<file path="src/rtl/clk_ctrl_pkg.sv">
// Shared definitions for the clock time-setting controller.
//   state_t      : controller states RUN / SET_HRS / SET_MIN / COMMIT
//   FIELD_*      : edit_field encodings presented to the display
//   *_MAX_BCD    : highest legal BCD value for hours and minutes
package clk_ctrl_pkg;

  typedef enum logic [1:0] {
    RUN     = 2'd0,
    SET_HRS = 2'd1,
    SET_MIN = 2'd2,
    COMMIT  = 2'd3
  } state_t;

  localparam logic [1:0] FIELD_NONE = 2'b00;
  localparam logic [1:0] FIELD_HRS  = 2'b01;
  localparam logic [1:0] FIELD_MIN  = 2'b10;

  localparam logic [7:0] HRS_MAX_BCD = 8'h23;
  localparam logic [7:0] MIN_MAX_BCD = 8'h59;

endpackage

</file>
<file path="src/rtl/bcd2_wrap_inc.sv">
// Two-digit BCD incrementer with wrap.
//   MAX_BCD  : largest legal value; incrementing it yields 8'h00
//   bcd_in   : current value (tens in [7:4], ones in [3:0])
//   bcd_next : incremented value; any malformed or out-of-range input
//              yields 8'h00 so a bad captured value self-heals on first edit
module bcd2_wrap_inc
  import clk_ctrl_pkg::*;
#(
  parameter logic [7:0] MAX_BCD = MIN_MAX_BCD
) (
  input  logic [7:0] bcd_in,
  output logic [7:0] bcd_next
);

  logic [3:0] tens;
  logic [3:0] ones;
  logic       invalid;

  always_comb begin
    tens     = bcd_in[7:4];
    ones     = bcd_in[3:0];
    // With both digits legal, binary magnitude order equals BCD order.
    invalid  = (tens > 4'd9) || (ones > 4'd9) || (bcd_in > MAX_BCD);
    bcd_next = '0;
    if (invalid || (bcd_in == MAX_BCD)) begin
      bcd_next = '0;
    end else if (ones == 4'd9) begin
      bcd_next = {tens + 4'd1, 4'd0};
    end else begin
      bcd_next = {tens, ones + 4'd1};
    end
  end

endmodule

</file>
<file path="src/rtl/clk_set_ctrl.sv">
// Time-setting controller for the hh:mm:ss clock datapath.
//   clk, reset          : single clock, synchronous active-high reset
//   mode_btn, inc_btn   : debounced button levels (edge-detected here)
//   cur_hrs_bcd/min_bcd : live datapath time, captured on entering edit
//   run_en              : 1 lets the datapath count, 0 freezes it
//   load                : one-cycle commit strobe for set_hrs/set_min
//   set_hrs/min_bcd     : edit registers, always visible
//   edit_field          : 00 none, 01 hours, 10 minutes
//   blink               : blanking toggle for the field under edit
// All outputs come straight from flops: next values are computed
// combinationally and registered together with the state.
module clk_set_ctrl
  import clk_ctrl_pkg::*;
#(
  parameter int unsigned BLINK_DIV = 8,
  parameter int unsigned TIMEOUT   = 64
) (
  input  logic       clk,
  input  logic       reset,
  input  logic       mode_btn,
  input  logic       inc_btn,
  input  logic [7:0] cur_hrs_bcd,
  input  logic [7:0] cur_min_bcd,
  output logic       run_en,
  output logic       load,
  output logic [7:0] set_hrs_bcd,
  output logic [7:0] set_min_bcd,
  output logic [1:0] edit_field,
  output logic       blink
);

  localparam int unsigned IW = $clog2(TIMEOUT);
  localparam int unsigned BW = (BLINK_DIV > 1) ? $clog2(BLINK_DIV) : 1;

  state_t        state_q, state_d;
  logic          mode_q, inc_q;
  logic          mode_rise, inc_rise;
  logic [IW-1:0] idle_q, idle_d;
  logic [BW-1:0] bcnt_q, bcnt_d;
  logic          blink_d;
  logic [7:0]    hrs_d, min_d;
  logic [7:0]    hrs_inc, min_inc;
  logic          run_en_d, load_d;
  logic [1:0]    edit_field_d;
  logic          in_edit_d;

  bcd2_wrap_inc #(.MAX_BCD(HRS_MAX_BCD)) u_hrs_inc (
    .bcd_in   (set_hrs_bcd),
    .bcd_next (hrs_inc)
  );

  bcd2_wrap_inc #(.MAX_BCD(MIN_MAX_BCD)) u_min_inc (
    .bcd_in   (set_min_bcd),
    .bcd_next (min_inc)
  );

  assign mode_rise = mode_btn & ~mode_q;
  assign inc_rise  = inc_btn & ~inc_q;

  always_comb begin
    state_d = state_q;
    idle_d  = idle_q;
    bcnt_d  = bcnt_q;
    blink_d = 1'b0;
    hrs_d   = set_hrs_bcd;
    min_d   = set_min_bcd;

    case (state_q)
      RUN: begin
        if (mode_rise) begin
          state_d = SET_HRS;
          hrs_d   = cur_hrs_bcd;
          min_d   = cur_min_bcd;
          idle_d  = '0;
          bcnt_d  = '0;
        end
      end
      SET_HRS, SET_MIN: begin
        // Blink phase runs freely across both edit fields.
        if (bcnt_q == BW'(BLINK_DIV - 1)) begin
          bcnt_d  = '0;
          blink_d = ~blink;
        end else begin
          bcnt_d  = bcnt_q + 1'b1;
          blink_d = blink;
        end
        // Mode outranks increment; any activity outranks the timeout.
        if (mode_rise) begin
          state_d = (state_q == SET_HRS) ? SET_MIN : COMMIT;
          idle_d  = '0;
        end else if (inc_rise) begin
          if (state_q == SET_HRS) hrs_d = hrs_inc;
          else                    min_d = min_inc;
          idle_d = '0;
        end else if (idle_q == IW'(TIMEOUT - 1)) begin
          state_d = RUN;
        end else begin
          idle_d = idle_q + 1'b1;
        end
      end
      COMMIT:  state_d = RUN;
      default: state_d = RUN;
    endcase

    in_edit_d    = (state_d == SET_HRS) || (state_d == SET_MIN);
    blink_d      = blink_d & in_edit_d;
    run_en_d     = (state_d == RUN);
    load_d       = (state_d == COMMIT);
    edit_field_d = (state_d == SET_HRS) ? FIELD_HRS :
                   (state_d == SET_MIN) ? FIELD_MIN : FIELD_NONE;
  end

  always_ff @(posedge clk) begin
    if (reset) begin
      state_q     <= RUN;
      mode_q      <= 1'b0;
      inc_q       <= 1'b0;
      idle_q      <= '0;
      bcnt_q      <= '0;
      blink       <= 1'b0;
      set_hrs_bcd <= '0;
      set_min_bcd <= '0;
      run_en      <= 1'b1;
      load        <= 1'b0;
      edit_field  <= FIELD_NONE;
    end else begin
      state_q     <= state_d;
      mode_q      <= mode_btn;
      inc_q       <= inc_btn;
      idle_q      <= idle_d;
      bcnt_q      <= bcnt_d;
      blink       <= blink_d;
      set_hrs_bcd <= hrs_d;
      set_min_bcd <= min_d;
      run_en      <= run_en_d;
      load        <= load_d;
      edit_field  <= edit_field_d;
    end
  end

endmodule

</file>
<file path="config.mk">
export PLATFORM = sky130hd
export DESIGN_NAME = clk_set_ctrl
export DESIGN_NICKNAME = d
export VERILOG_FILES = /design/src/rtl/clk_ctrl_pkg.sv /design/src/rtl/bcd2_wrap_inc.sv /design/src/rtl/clk_set_ctrl.sv
export SDC_FILE = /design/constraint.sdc
export NUM_CORES = 1
export LEC_CHECK = 0
export BUFFER_PORTS_ARGS = -buffer_cell sky130_fd_sc_hd__buf_2
export CAP_MARGIN = 25
export CORE_UTILIZATION = 52
export DETAILED_ROUTE_END_ITERATION = 10
export GPL_ROUTABILITY_DRIVEN = 0
export PLACE_DENSITY = 0.76
export SETUP_SLACK_MARGIN = 0.2
export SYNTH_ARGS = -nofsm -noshare
export SYNTH_HDL_FRONTEND = slang
export SYNTH_SLANG_ARGS = --single-unit
</file>
<file path="constraint.sdc">
create_clock -name clk -period 2.27 [get_ports clk]
set_input_delay 0.3405 -clock clk [delete_from_list [all_inputs] [get_ports clk]]
set_output_delay 0.3405 -clock clk [all_outputs]
set_load 0.05 [all_outputs]
</file>
# ---- Word-level counts from Yosys, hierarchy flattened
# Index checks and enable logic that the tools add are counted.
dict set report classes {
  bitwise_logic 6
  n_addsub 6
  reduce_logical 18
  eq_ne 20
  magnitude_cmp 6
  n_mux 32
}
# operator count
set op_table {}
lappend op_table {{$mux 8} 12}
lappend op_table {{$pmux 8 s2} 2}
lappend op_table {{$mux 6} 4}
lappend op_table {{$add 4x1->4 const B} 4}
lappend op_table {{$gt 4x4->1 const B} 4}
lappend op_table {{$pmux 6 s2} 1}
lappend op_table {{$reduce_and 6->1} 2}
lappend op_table {{$mux 2} 5}
lappend op_table {{$ne 2x2->1 const B} 5}
lappend op_table {{$reduce_and 5->1} 2}
lappend op_table {{$eq 2x2->1 const B} 4}
lappend op_table {{$eq 4x4->1 const B} 2}
lappend op_table {{$eq 8x6->1 const B} 1}
lappend op_table {{$eq 8x7->1 const B} 1}
lappend op_table {{$gt 8x6->1 const B} 1}
lappend op_table {{$gt 8x7->1 const B} 1}
lappend op_table {{$logic_or 1x1->1} 7}
lappend op_table {{$add 6x1->6 const B} 1}
lappend op_table {{$eq 6x6->1 const B} 1}
lappend op_table {{$mux 3} 2}
lappend op_table {{$ne 3x1->1 const B} 2}
lappend op_table {{$pmux 2 s3} 1}
lappend op_table {{$pmux 3 s2} 1}
lappend op_table {{$eq 2x1->1 const B} 2}
lappend op_table {{other kinds (11)} 20}
dict set report totals {
  out_inout_bits 21
  register_bits 34
  inputBits 20
}

# ---- Logic depth before layout (Yosys ltp)
# Gate-level depths: netlist of run 1.
dict set report depth {
  depth_word 9
  depth_mapped 8
  mapped_depth_nobuf 8
}

# ---- Modules after synthesis
# From an unflattened synthesis of run 1, not the netlist that was laid out.
dict set report hier_totals {
  cells_unflattened 239
  area_unflattened_um2 2205.9
}
# module seq_area_each_um2 area_per_inst_um2 cells_each instances
set modules_own_cells {}
lappend modules_own_cells {clk_set_ctrl 680.7 1680.4 177 1}
lappend modules_own_cells {{bcd2_wrap_inc at u_min_inc} 0.0 296.5 34 1}
lappend modules_own_cells {{bcd2_wrap_inc at u_hrs_inc} 0.0 229.0 28 1}

# ---- Worst setup path before layout of run 1
# Ideal clock, no wire load.
dict set report synth_timing {
  path_kind {register to register}
  from {register set_hrs_bcd[4]}
  to {register set_hrs_bcd[0]}
  setup_ps 86
  n_path_buf 0
  t_arrival_ps 2194
  path_stages_with_launch 8
  slack_ps -10
  required_ps 2184
  cell_sequence {dfxtp_1 > inv_1 > ha_1 > or3_4 > a221oi_4 > and2_1 > a211oi_1 > a211oi_1}
}
dict set report synth_via {
  elab_chain_len 9
}
# item line_no
set synth_lines {}
lappend synth_lines {{from (decl)} clk_set_ctrl.sv:26} ;# output logic [7:0] set_hrs_bcd,
lappend synth_lines {{from (signal assigned)} clk_set_ctrl.sv:133} ;# set_hrs_bcd <= hrs_d;
lappend synth_lines {{branches (longest 3 deep; another with $gt 8x6->1)} n/a}
lappend synth_lines {{$logic_or 1x1->1 *} bcd2_wrap_inc.sv:25} ;# if (invalid || (bcd_in == MAX_BCD)) begin
lappend synth_lines {{$mux 8 *} bcd2_wrap_inc.sv:25}
lappend synth_lines {{$mux 8 *} clk_set_ctrl.sv:92} ;# if (state_q == SET_HRS) hrs_d = hrs_inc;
lappend synth_lines {{$mux 8 *} clk_set_ctrl.sv:91} ;# end else if (inc_rise) begin
lappend synth_lines {{$mux 8 *} clk_set_ctrl.sv:88} ;# if (mode_rise) begin
lappend synth_lines {{$pmux 8 s2 *} clk_set_ctrl.sv:68} ;# case (state_q)
# Mark *: on every way between the ends. The select of a mux whose other input is x is not followed.
# A chain may end at the register's enable or synchronous reset.

# ---- Worst setup path in the final report of run 1
dict set report layout_timing {
  from {register state_q[1]}
  to {register set_hrs_bcd[6]}
}
dict set report layout_via {
  elab_chain_len 4
}
# item line_no
set layout_lines {}
lappend layout_lines {{from (decl)} clk_set_ctrl.sv:35} ;# state_t state_q, state_d;
lappend layout_lines {{from (signal assigned)} clk_set_ctrl.sv:127} ;# state_q <= state_d;
lappend layout_lines {{$eq 2x1->1 / $eq 2x2->1 (equally long branches)} {clk_set_ctrl.sv:68, clk_set_ctrl.sv:92}}
lappend layout_lines {{$reduce_or 2->1} clk_set_ctrl.sv:68}
lappend layout_lines {{$ne 3x1->1 (no source line) (tied with other cells)} n/a}
lappend layout_lines {{$reduce_and 6->1 (no source line)} n/a}
# Several ways; a longest one is shown, not always the timed one.

==> results.py, run 1 <==
metrics = {
    "clocking": {
        "cts_buffer_depth": 2,
        "clkTransAtPathRegs_ns": 0.07,
        "clock_latency_ns": 0.29,
        "h-tree-depth": 2,
        "holdBufCountCts": 0,
        "clkSinkCount": 34,
        "cts-buffers-inserted": 5,
        "cts_root_buf": "clkbuf_8",
        "cts_tree": "built",
    },
    "synth": {
        "synth_edf_count": 0,
        "ys_seq_elements": 34,
        "synth_top_area_share_pct": 34.2,
        "synthTopCellsByArea": "dfxtp_1, ha_1, a21oi_1, nor2_1, inv_1",
        "ys_warn_count": 0,
        "syn_inst": 237,
        "synth_async_sr_flop_share_pct": 0,
        "synth.avg_cell_area_um2": 8.39,
        "synth_area_leader_cell": "dfxtp_1",
        "ys.flop_type": "dfxtp_1",
        "yosysUniqueCellTypes": 51,
        "ys_seq_area_share_pct": 34.2,
        "synth_area_um2": 1990,
        "syn_nets": 275,
    },
    "worst_setup_path": {
        "crit_fanout": 6,
        "critPathKind": "reg -> reg",
        "endpoint_kind": "flop",
        "crit_chain": "inv_4 -> ha_4 -> or4b_4 -> a221oi_4 -> a2111oi_2 -> buf_4 -> nand2b_1 -> a21oi_1",
        "cpPeakStageDelay_ns": 0.49,
        "crit_arrival_ns": 2.23,
        "cp_data_required_time_ns": 2.49,
        "regToRegSetupSlack_ns": 0.26,
        "slowest_stage": "or4b_4",
        "startpoint_type": "flop",
    },
    "timing": {
        "relSlewSlack_pct": 58.2,
        "fin_crit_ns": 2.01,
        "min_period_over_period_pct": 88.7,
        "setup_viol": 0,
        "worstMarginPinSlew_ns": 0.628,
        "finalSetupTns_ns": 0,
        "maxClockFrequency_ghz": 0.497,
        "drv_slew": 0,
        "setup_ws_ns": 0.256,
        "rsz0062_at_grt": "true",
        "finClkSkew_ns": 0.00346,
        "hold_viol_final": 0,
    },
    "status": {
        "status": "finished clean",
    },
    "global_route": {
        "grt_max_degree": 35,
        "grt_pass1_vias": 1711,
        "grt_use_total_pct": 22.6,
        "grt_pass1_wl_mm": 7.26,
        "antenna_found_initial": 0,
        "gr-total-overflow": 0,
    },
    "placement": {
        "place_area_um2": 2240,
        "dp_hpwl_mm": 2.90,
        "post-place-ws_ns": 0.131,
        "portBuffers": 40,
    },
    "final_layout": {
        "antenna_cells": 0,
        "syn_to_final_growth_pct": 23.0,
        "layout-drive-gt1-share_pct": 28.2,
        "final_cell_area_um2": 2440,
        "layout.nets": 322,
    },
    "floorplanning": {
        "core_area_um2": 3660,
        "die_w_um": 63.8,
        "io_pins": 41,
        "rows": 22,
        "die-area_um2": 4070,
        "die_h_um": 63.8,
        "start_util_pct": 54.3,
    },
    "detailed_routing": {
        "wl_per_cell_um": 12.7,
        "initialDrtViolationCount": 81,
        "dr.pass1.iters": 4,
        "routed_wl_mm": 4.22,
        "num_vias": 1855,
        "viasPerCell": 5.59,
        "post-route-drc-count": 0,
        "ant_nets": 0,
    },
    "power_and_ir_drop": {
        "powerDensity_nw_per_um2": 901,
        "leakage_nw": 1.08,
        "ir_drop_v": 0.000401,
    },
    "run": {
        "maxCapViolCount": 0,
    },
    "worst_hold_path": {
        "hold_class": "in -> reg",
    },
}
==> final timing paths <==
path | cells past startpoint | startpoint | end
min | 2 | inc_btn | inc_q
max reg2reg | 8 | state_q[1] | set_hrs_bcd[6]
min reg2reg | 2 | bcnt_q[1] | bcnt_q[1]
max | 8 | state_q[1] | set_hrs_bcd[6]
==> metal layers <==
layer  GRT usage, %  share of wire [%]
met5              0                  0
met3           4.82                4.3
met1           27.1                 47
met2           38.0                 47
met4           10.8                1.8
==> sequential cells by signal, summed over array words and instances, names as in the netlist, 2 cells and up <==
signal / count
idle_q: 6
bcnt_q: 3
set_min_bcd: 8
set_hrs_bcd: 8
edit_field: 2
state_q: 2
==> layout make-up <==
| type | count | area, µm² |
|---|---|---|
| clock buffers | 6 | 82.6 |
| well taps | 48 | 60.1 |
| multi-input cells | 177 | 1240 |
| clock inverters | 1 | 30.0 |
| inverters | 15 | 58.8 |
| fillers | 318 | 1220 |
| flip-flops and latches | 34 | 688 |
| repair buffers | 51 | 283 |
==> stage by stage <==
stage | total power [mW] | util [%] | hold slack (ns) | cells
final | 2.20 | 66.8 | 0.274 | 332
after detailed placement | 1.58 | 61.2 | 0.449 | 319
after global placement | 1.58 | 61.2 | 0.443 | 319
after floorplan | 1.40 | - | 0.436 | 237
after global routing | 2.33 | 66.8 | 0.305 | 332
after CTS | 2.18 | 65.4 | 0.273 | 330
==> placed cells by master, fill, tap and decap left out, drive strengths merged, types with 2 or more instances in the layout <==
| cell | count |
|---|---|
| a2111oi | 2 |
| a211o | 2 |
| a211oi | 6 |
| a21o | 5 |
| a21oi | 21 |
| a221oi | 2 |
| a31oi | 2 |
| a32oi | 2 |
| buf | 51 |
| clkbuf | 6 |
| dfxtp | 34 |
| ha | 18 |
| inv | 15 |
| nand2 | 12 |
| nand2b | 8 |
| nand3 | 8 |
| nand4 | 3 |
| nor2 | 24 |
| nor2b | 8 |
| nor3 | 10 |
| nor3b | 3 |
| nor4 | 3 |
| o211ai | 2 |
| o21ai | 8 |
| o31ai | 2 |
| o32ai | 2 |
| or2 | 2 |
| or3 | 3 |
| xnor2 | 2 |
| xor2 | 2 |
==> critical path, delay by kind of cell, from the launching register on <==
kind / cells / cell delay (ns)
compound gates: 3 / 0.48
fa+ha+maj: 1 / 0.26
buf+inv: 2 / 0.21
flops: 1 / 0.36
simple gates: 2 / 0.63
==> what timing repair did <==
item / 4_1_cts / 5_1_grt
resized for setup: 4 / 11
setup endpoints to repair: 12 / 11
pin swaps: 1 / 3
setup buffers: 4 / 2
==> synthesized netlist by cell type, types with 5 or more instances <==
cell type / number
ha_1: 18
a21oi_1: 21
nand2b_1: 7
nand3_1: 8
nor3_1: 10
clkbuf_1: 5
nor2_1: 24
nand2_1: 12
o21ai_0: 7
a211oi_1: 6
inv_1: 15
nor2b_1: 8
a21o_1: 5
dfxtp_1: 34
==> power by group <==
part	total [mW]	leakage, nW	switching [mW]	internal (mW)
Combinational	0.866	0.737	0.547	0.318
Clock	0.570	0.0573	0.219	0.351
Sequential	0.768	0.281	0.0956	0.672
Total	2.20	1.08	0.861	1.34
==> cell families after synthesis <==
| kind of cell | count (synthesis) | share of synthesized area [%] |
|---|---|---|
| compound gates | 61 | 21.3 |
| xor+xnor | 4 | 1.76 |
| fa+ha+maj | 18 | 11.3 |
| buf+inv | 26 | 5.29 |
| flops | 34 | 34.2 |
| mux | 1 | 0.503 |
| simple gates | 93 | 25.6 |
No activity file was read; power rests on OpenSTA's default activity.
==> run 2, diff against run 1 <==
RECOVER_POWER = 50   (was default)
==> run 2 against run 1 <==
Combinational power fell by 2%. Power fell by 0.73%. Non-clock buffer count did not move. Critical path depth did not move. Count of clock-buffer cells in the layout did not move. Clock skew rose by 0.00079 ns. Largest cell class unchanged.
==> results.py, run 2 (same netlist as run 1, synthesis figures left out) <==
metrics = {
    "floorplanning": {
        "start_util_pct": 54.3,
        "core_area_um2": 3660,
        "die_h_um": 63.8,
        "die-area_um2": 4070,
        "io_pins": 41,
        "die_w_um": 63.8,
        "rows": 22,
    },
    "timing": {
        "fin_crit_ns": 2.03,
        "rsz0062_at_grt": "true",
        "finClkSkew_ns": 0.00425,
        "maxClockFrequency_ghz": 0.492,
        "min_period_over_period_pct": 89.5,
        "finalSetupTns_ns": 0,
        "relSlewSlack_pct": 2.00,
        "drv_slew": 0,
        "setup_ws_ns": 0.239,
        "worstMarginPinSlew_ns": 1.47,
        "setup_viol": 0,
        "hold_viol_final": 0,
    },
    "global_route": {
        "gr-total-overflow": 0,
        "grt_pass1_wl_mm": 7.26,
        "grt_max_degree": 35,
        "antenna_found_initial": 0,
        "grt_pass1_vias": 1711,
        "grt_use_total_pct": 22.6,
    },
    "worst_setup_path": {
        "cp_data_required_time_ns": 2.47,
        "r2r-end": "set_hrs_bcd[6]",
        "reg2reg_depth": 8,
        "crit_start": "state_q[1]",
        "crit_fanout": 6,
        "endpoint_kind": "flop",
        "crit_arrival_ns": 2.23,
        "critPathKind": "reg -> reg",
        "startpoint_type": "flop",
        "endpoint": "set_hrs_bcd[6]",
        "rr_startpoint": "state_q[1]",
        "regToRegSetupSlack_ns": 0.24,
    },
    "clocking": {
        "clock_latency_ns": 0.29,
        "clkTransAtPathRegs_ns": 0.07,
        "h-tree-depth": 2,
        "cts_tree": "built",
        "clkSinkCount": 34,
        "cts_root_buf": "clkbuf_8",
        "cts-buffers-inserted": 5,
        "cts_buffer_depth": 2,
    },
    "detailed_routing": {
        "dr.pass1.iters": 5,
        "viasPerCell": 5.55,
        "initialDrtViolationCount": 83,
        "post-route-drc-count": 0,
        "routed_wl_mm": 4.23,
        "ant_nets": 0,
        "wl_per_cell_um": 12.7,
        "num_vias": 1842,
    },
    "final_layout": {
        "layout-drive-gt1-share_pct": 20.1,
        "final_cell_mix": "dfxtp_1, nor2_1, clkbuf_1",
        "finalNonFillerCells": 332,
        "antenna_cells": 0,
        "layout.nets": 322,
        "final_common_cell": "dfxtp_1",
        "top_regs": "set_hrs_bcd x8, set_min_bcd x8, idle_q x6",
        "ff_latch_area_um2": 688,
        "multi_input_area_um2": 1240,
        "syn_to_final_growth_pct": 21.5,
        "fillCellCount": 335,
    },
    "power_and_ir_drop": {
        "powerDensity_nw_per_um2": 906,
        "ir_drop_v": 0.000403,
        "leakage_nw": 0.992,
    },
    "placement": {
        "post-place-ws_ns": 0.131,
        "dpl.cell_count": 319,
        "portBuffers": 40,
        "dp_hpwl_mm": 2.90,
    },
    "worst_hold_path": {
        "hold_class": "in -> reg",
    },
    "status": {
        "status": "finished clean",
    },
    "run": {
        "maxCapViolCount": 0,
    },
}
## run 2: how the worst min path moves through the flow
stage | startpoint | end | slack [ns] | cells past startpoint
after floorplan | bcnt_q[1] | bcnt_q[1] | 0.44 | 2
after global placement | bcnt_q[1] | bcnt_q[1] | 0.44 | 2
after detailed placement | bcnt_q[1] | bcnt_q[1] | 0.45 | 2
after CTS | inc_btn | inc_q | 0.27 | 2
after global routing | inc_btn | inc_q | 0.30 | 2
final | inc_btn | inc_q | 0.28 | 2
## run 2: final cells by class
type,instances,share of cell area (%)
repair buffers,51,10.6
clock buffers,6,3.42
clock inverters,1,1.24
flip-flops and latches,34,28.5
well taps,48,2.49
inverters,15,2.44
multi-input cells,177,51.3
## run 2: power breakdown
group          total (mW)  leakage (nW)  internal (mW)  switching [mW]
registers           0.770         0.281          0.672          0.0974
logic               0.849         0.655          0.302           0.547
clock network       0.568        0.0573          0.351           0.217
## run 2: per-stage QoR
stage	power, mW	hold WS, ns	instance area (µm²)	util (%)
global placement	1.58	0.443	2240	61.2
finish	2.19	0.277	2410	66.0
CTS	2.18	0.273	2390	65.4
global route	2.31	0.305	2410	66.0
detailed placement	1.58	0.449	2240	61.2
floorplan	1.40	0.436	1990	-
## run 2: what timing repair did
item                       in CTS  in global routing
setup buffers                   4                  2
setup endpoints to repair      12                 11
resized for setup               4                 11
pin swaps                       1                  3
hold buffers                    0                  0
## run 2: worst max-delay path, stage by stage (launching register included)
cell and delay [ns]:
dfxtp_2 0.36, inv_4 0.05, ha_4 0.26, or4b_4 0.49, a221oi_4 0.26, a2111oi_2 0.11
buf_4 0.17, nand2b_1 0.14, a21oi_1 0.11
## run 2: per-layer routing
layer  track usage, %  part of all wire (%)  up-vias
met2             38.0                    47       43
li1                 -                     -      935
met1             27.1                    46      859
met4             10.8                   1.4        0
met5                0                     0        -
met3             4.82                   4.8        5
==> run 3, diff against run 2 <==
clock period = 2 ns   (was 2.27 ns; I/O delays follow)
==> run 3 against run 2 <==
Clock skew is 0.0013 ns lower. Sequential share of layout area is 2.1 points lower. Register-to-register slack got worse by 0.22 ns. Hold slack lost 0.035 ns. Critical endpoint unchanged. Largest power group unchanged.
==> results.py, run 3 (same netlist as run 1, synthesis figures left out) <==
metrics = {
    "timing": {
        "maxClockFrequency_ghz": 0.504,
        "setup_ws_ns": 0.0173,
        "worstMarginPinSlew_ns": 0.632,
        "relSlewSlack_pct": 57.8,
        "min_period_over_period_pct": 99.1,
        "finClkSkew_ns": 0.00294,
        "fin_crit_ns": 1.98,
        "setup_viol": 0,
        "rsz0062_at_grt": "true",
        "drv_slew": 0,
        "hold_viol_final": 0,
    },
    "floorplanning": {
        "rows": 22,
        "die-area_um2": 4070,
        "core_area_um2": 3660,
        "start_util_pct": 54.3,
        "die_h_um": 63.8,
        "io_pins": 41,
        "die_w_um": 63.8,
    },
    "worst_setup_path": {
        "cp_top_family": "simple AND/OR/NAND/NOR gates",
        "cpPeakStageDelay_ns": 0.50,
        "worst-path-buf-inv": 1,
        "slowest_stage": "or4b_4",
        "crit_chain": "inv_2 -> ha_4 -> or4b_4 -> a221oi_4 -> a2111oi_4 -> nand2b_4 -> a21oi_2",
        "critPathKind": "reg -> reg",
        "endpoint_kind": "flop",
        "cp_data_required_time_ns": 2.21,
        "crit_fanout": 6,
        "crit_arrival_ns": 2.19,
        "startpoint_type": "flop",
    },
    "final_layout": {
        "top_regs": "set_hrs_bcd x8, set_min_bcd x8, idle_q x6",
        "layout.nets": 329,
        "finalNonFillerCells": 340,
        "utilization_pct": 72.8,
        "final_cell_area_um2": 2660,
        "fillCellCount": 283,
        "syn_to_final_growth_pct": 34.0,
        "antenna_cells": 0,
        "final_cell_mix": "buf_2, nor2_1, dfxtp_1",
        "layout-drive-gt1-share_pct": 40.8,
        "final_common_cell": "buf_2",
    },
    "detailed_routing": {
        "dr.pass1.iters": 4,
        "routed_wl_mm": 4.64,
        "post-route-drc-count": 0,
        "initialDrtViolationCount": 158,
        "wl_per_cell_um": 13.7,
        "viasPerCell": 5.51,
        "ant_nets": 0,
        "num_vias": 1873,
    },
    "placement": {
        "place_area_um2": 2310,
        "dpl.cell_count": 322,
        "post-place-ws_ns": 0.0425,
        "portBuffers": 40,
        "dp_hpwl_mm": 2.93,
    },
    "clocking": {
        "cts-buffers-inserted": 5,
        "h-tree-depth": 2,
        "clock_latency_ns": 0.28,
        "cts_buffer_depth": 2,
        "holdBufCountCts": 0,
        "cts_tree": "built",
        "cts_root_buf": "clkbuf_8",
        "clkSinkCount": 34,
        "clkTransAtPathRegs_ns": 0.07,
    },
    "global_route": {
        "gr-total-overflow": 0,
        "grt_pass1_wl_mm": 7.11,
        "grt_pass1_vias": 1620,
        "grt_max_degree": 35,
        "grt_use_total_pct": 22.2,
        "antenna_found_initial": 0,
    },
    "power_and_ir_drop": {
        "combPwrFrac_pct": 45.2,
        "switchingPower_mw": 1.06,
        "leakage_nw": 1.13,
        "ir_drop_v": 0.000508,
        "clkPwrFrac_pct": 20.2,
        "share_seq_of_total_power_pct": 34.6,
        "powerDensity_nw_per_um2": 963,
        "sw_frac_of_total_pct": 41.3,
        "internal-power_mw": 1.50,
    },
    "worst_hold_path": {
        "hold_class": "in -> reg",
    },
    "run": {
        "maxCapViolCount": 0,
    },
    "status": {
        "status": "finished clean",
    },
}
run 3: changes by cell type in the layout (fill, tap and decap cells not counted), sizes merged:
cell,change
buf,+28
bufinv,-1
clkbuf,-21
clkinv,+1
or3,+1
run 3: metal layers:
| metal | routed length, µm | up-vias | track usage (%) |
|---|---|---|---|
| met5 | 0 | - | 0 |
| met4 | 61 | 0 | 7.67 |
| met3 | 222 | 10 | 5.71 |
| met2 | 2180 | 52 | 36.7 |
| met1 | 2180 | 855 | 27.7 |
| li1 | - | 956 | - |
run 3: per-stage QoR:
stage | setup TNS, ns | power [mW] | hold slack [ns]
floorplan | 0 | 1.63 | 0.428
global placement | 0 | 1.84 | 0.448
detailed placement | 0 | 1.84 | 0.457
CTS | 0 | 2.41 | 0.236
global route | -0.428 | 2.73 | 0.273
finish | 0 | 2.57 | 0.242
run 3: path summary, 6_finish.rpt:
check / startpoint / to / slack, ns / cells past startpoint
worst max-delay path: state_q[0] / set_hrs_bcd[6] / 0.02 / 7
worst min-delay path: inc_btn / inc_q / 0.24 / 2
worst max register to register: state_q[0] / set_hrs_bcd[6] / 0.02 / 7
worst min register to register: bcnt_q[1] / bcnt_q[1] / 0.46 / 2
run 3: worst register-to-register path, cell delays in order (launching register included):
cell	delay, ns
dfxtp_2	0.34
inv_2	0.05
ha_4	0.26
or4b_4	0.50
a221oi_4	0.30
a2111oi_4	0.17
nand2b_4	0.18
a21oi_2	0.13
run 3: cell type report:
type                       count  area, µm²  area share [%]
multi-input combinational    178       1420            53.4
sequential                    34        703            26.4
timing repair buffer          57        332            12.4
clock buffer                   7       86.3            3.24
tap                           48       60.1            2.25
inverter                      15       56.3            2.11
clock inverter                 1       5.00           0.188
run 3: repair_timing:
action                                  CTS  global route
gates cloned                              0             1
pin swaps                                 3            13
resized for setup                        13            34
buffers inserted                          3             6
hold endpoints to repair                  0             0
endpoints found under the setup margin   21            21
run 3: power groups by stage:
stage | logic [mW] | registers [mW] | clock network (mW)
floorplan | 0.535 | 1.09 | 0
CTS | 1.00 | 0.877 | 0.532
detailed placement | 0.951 | 0.889 | 0
global placement | 0.947 | 0.888 | 0
finish | 1.16 | 0.887 | 0.518
global route | 1.25 | 0.903 | 0.574
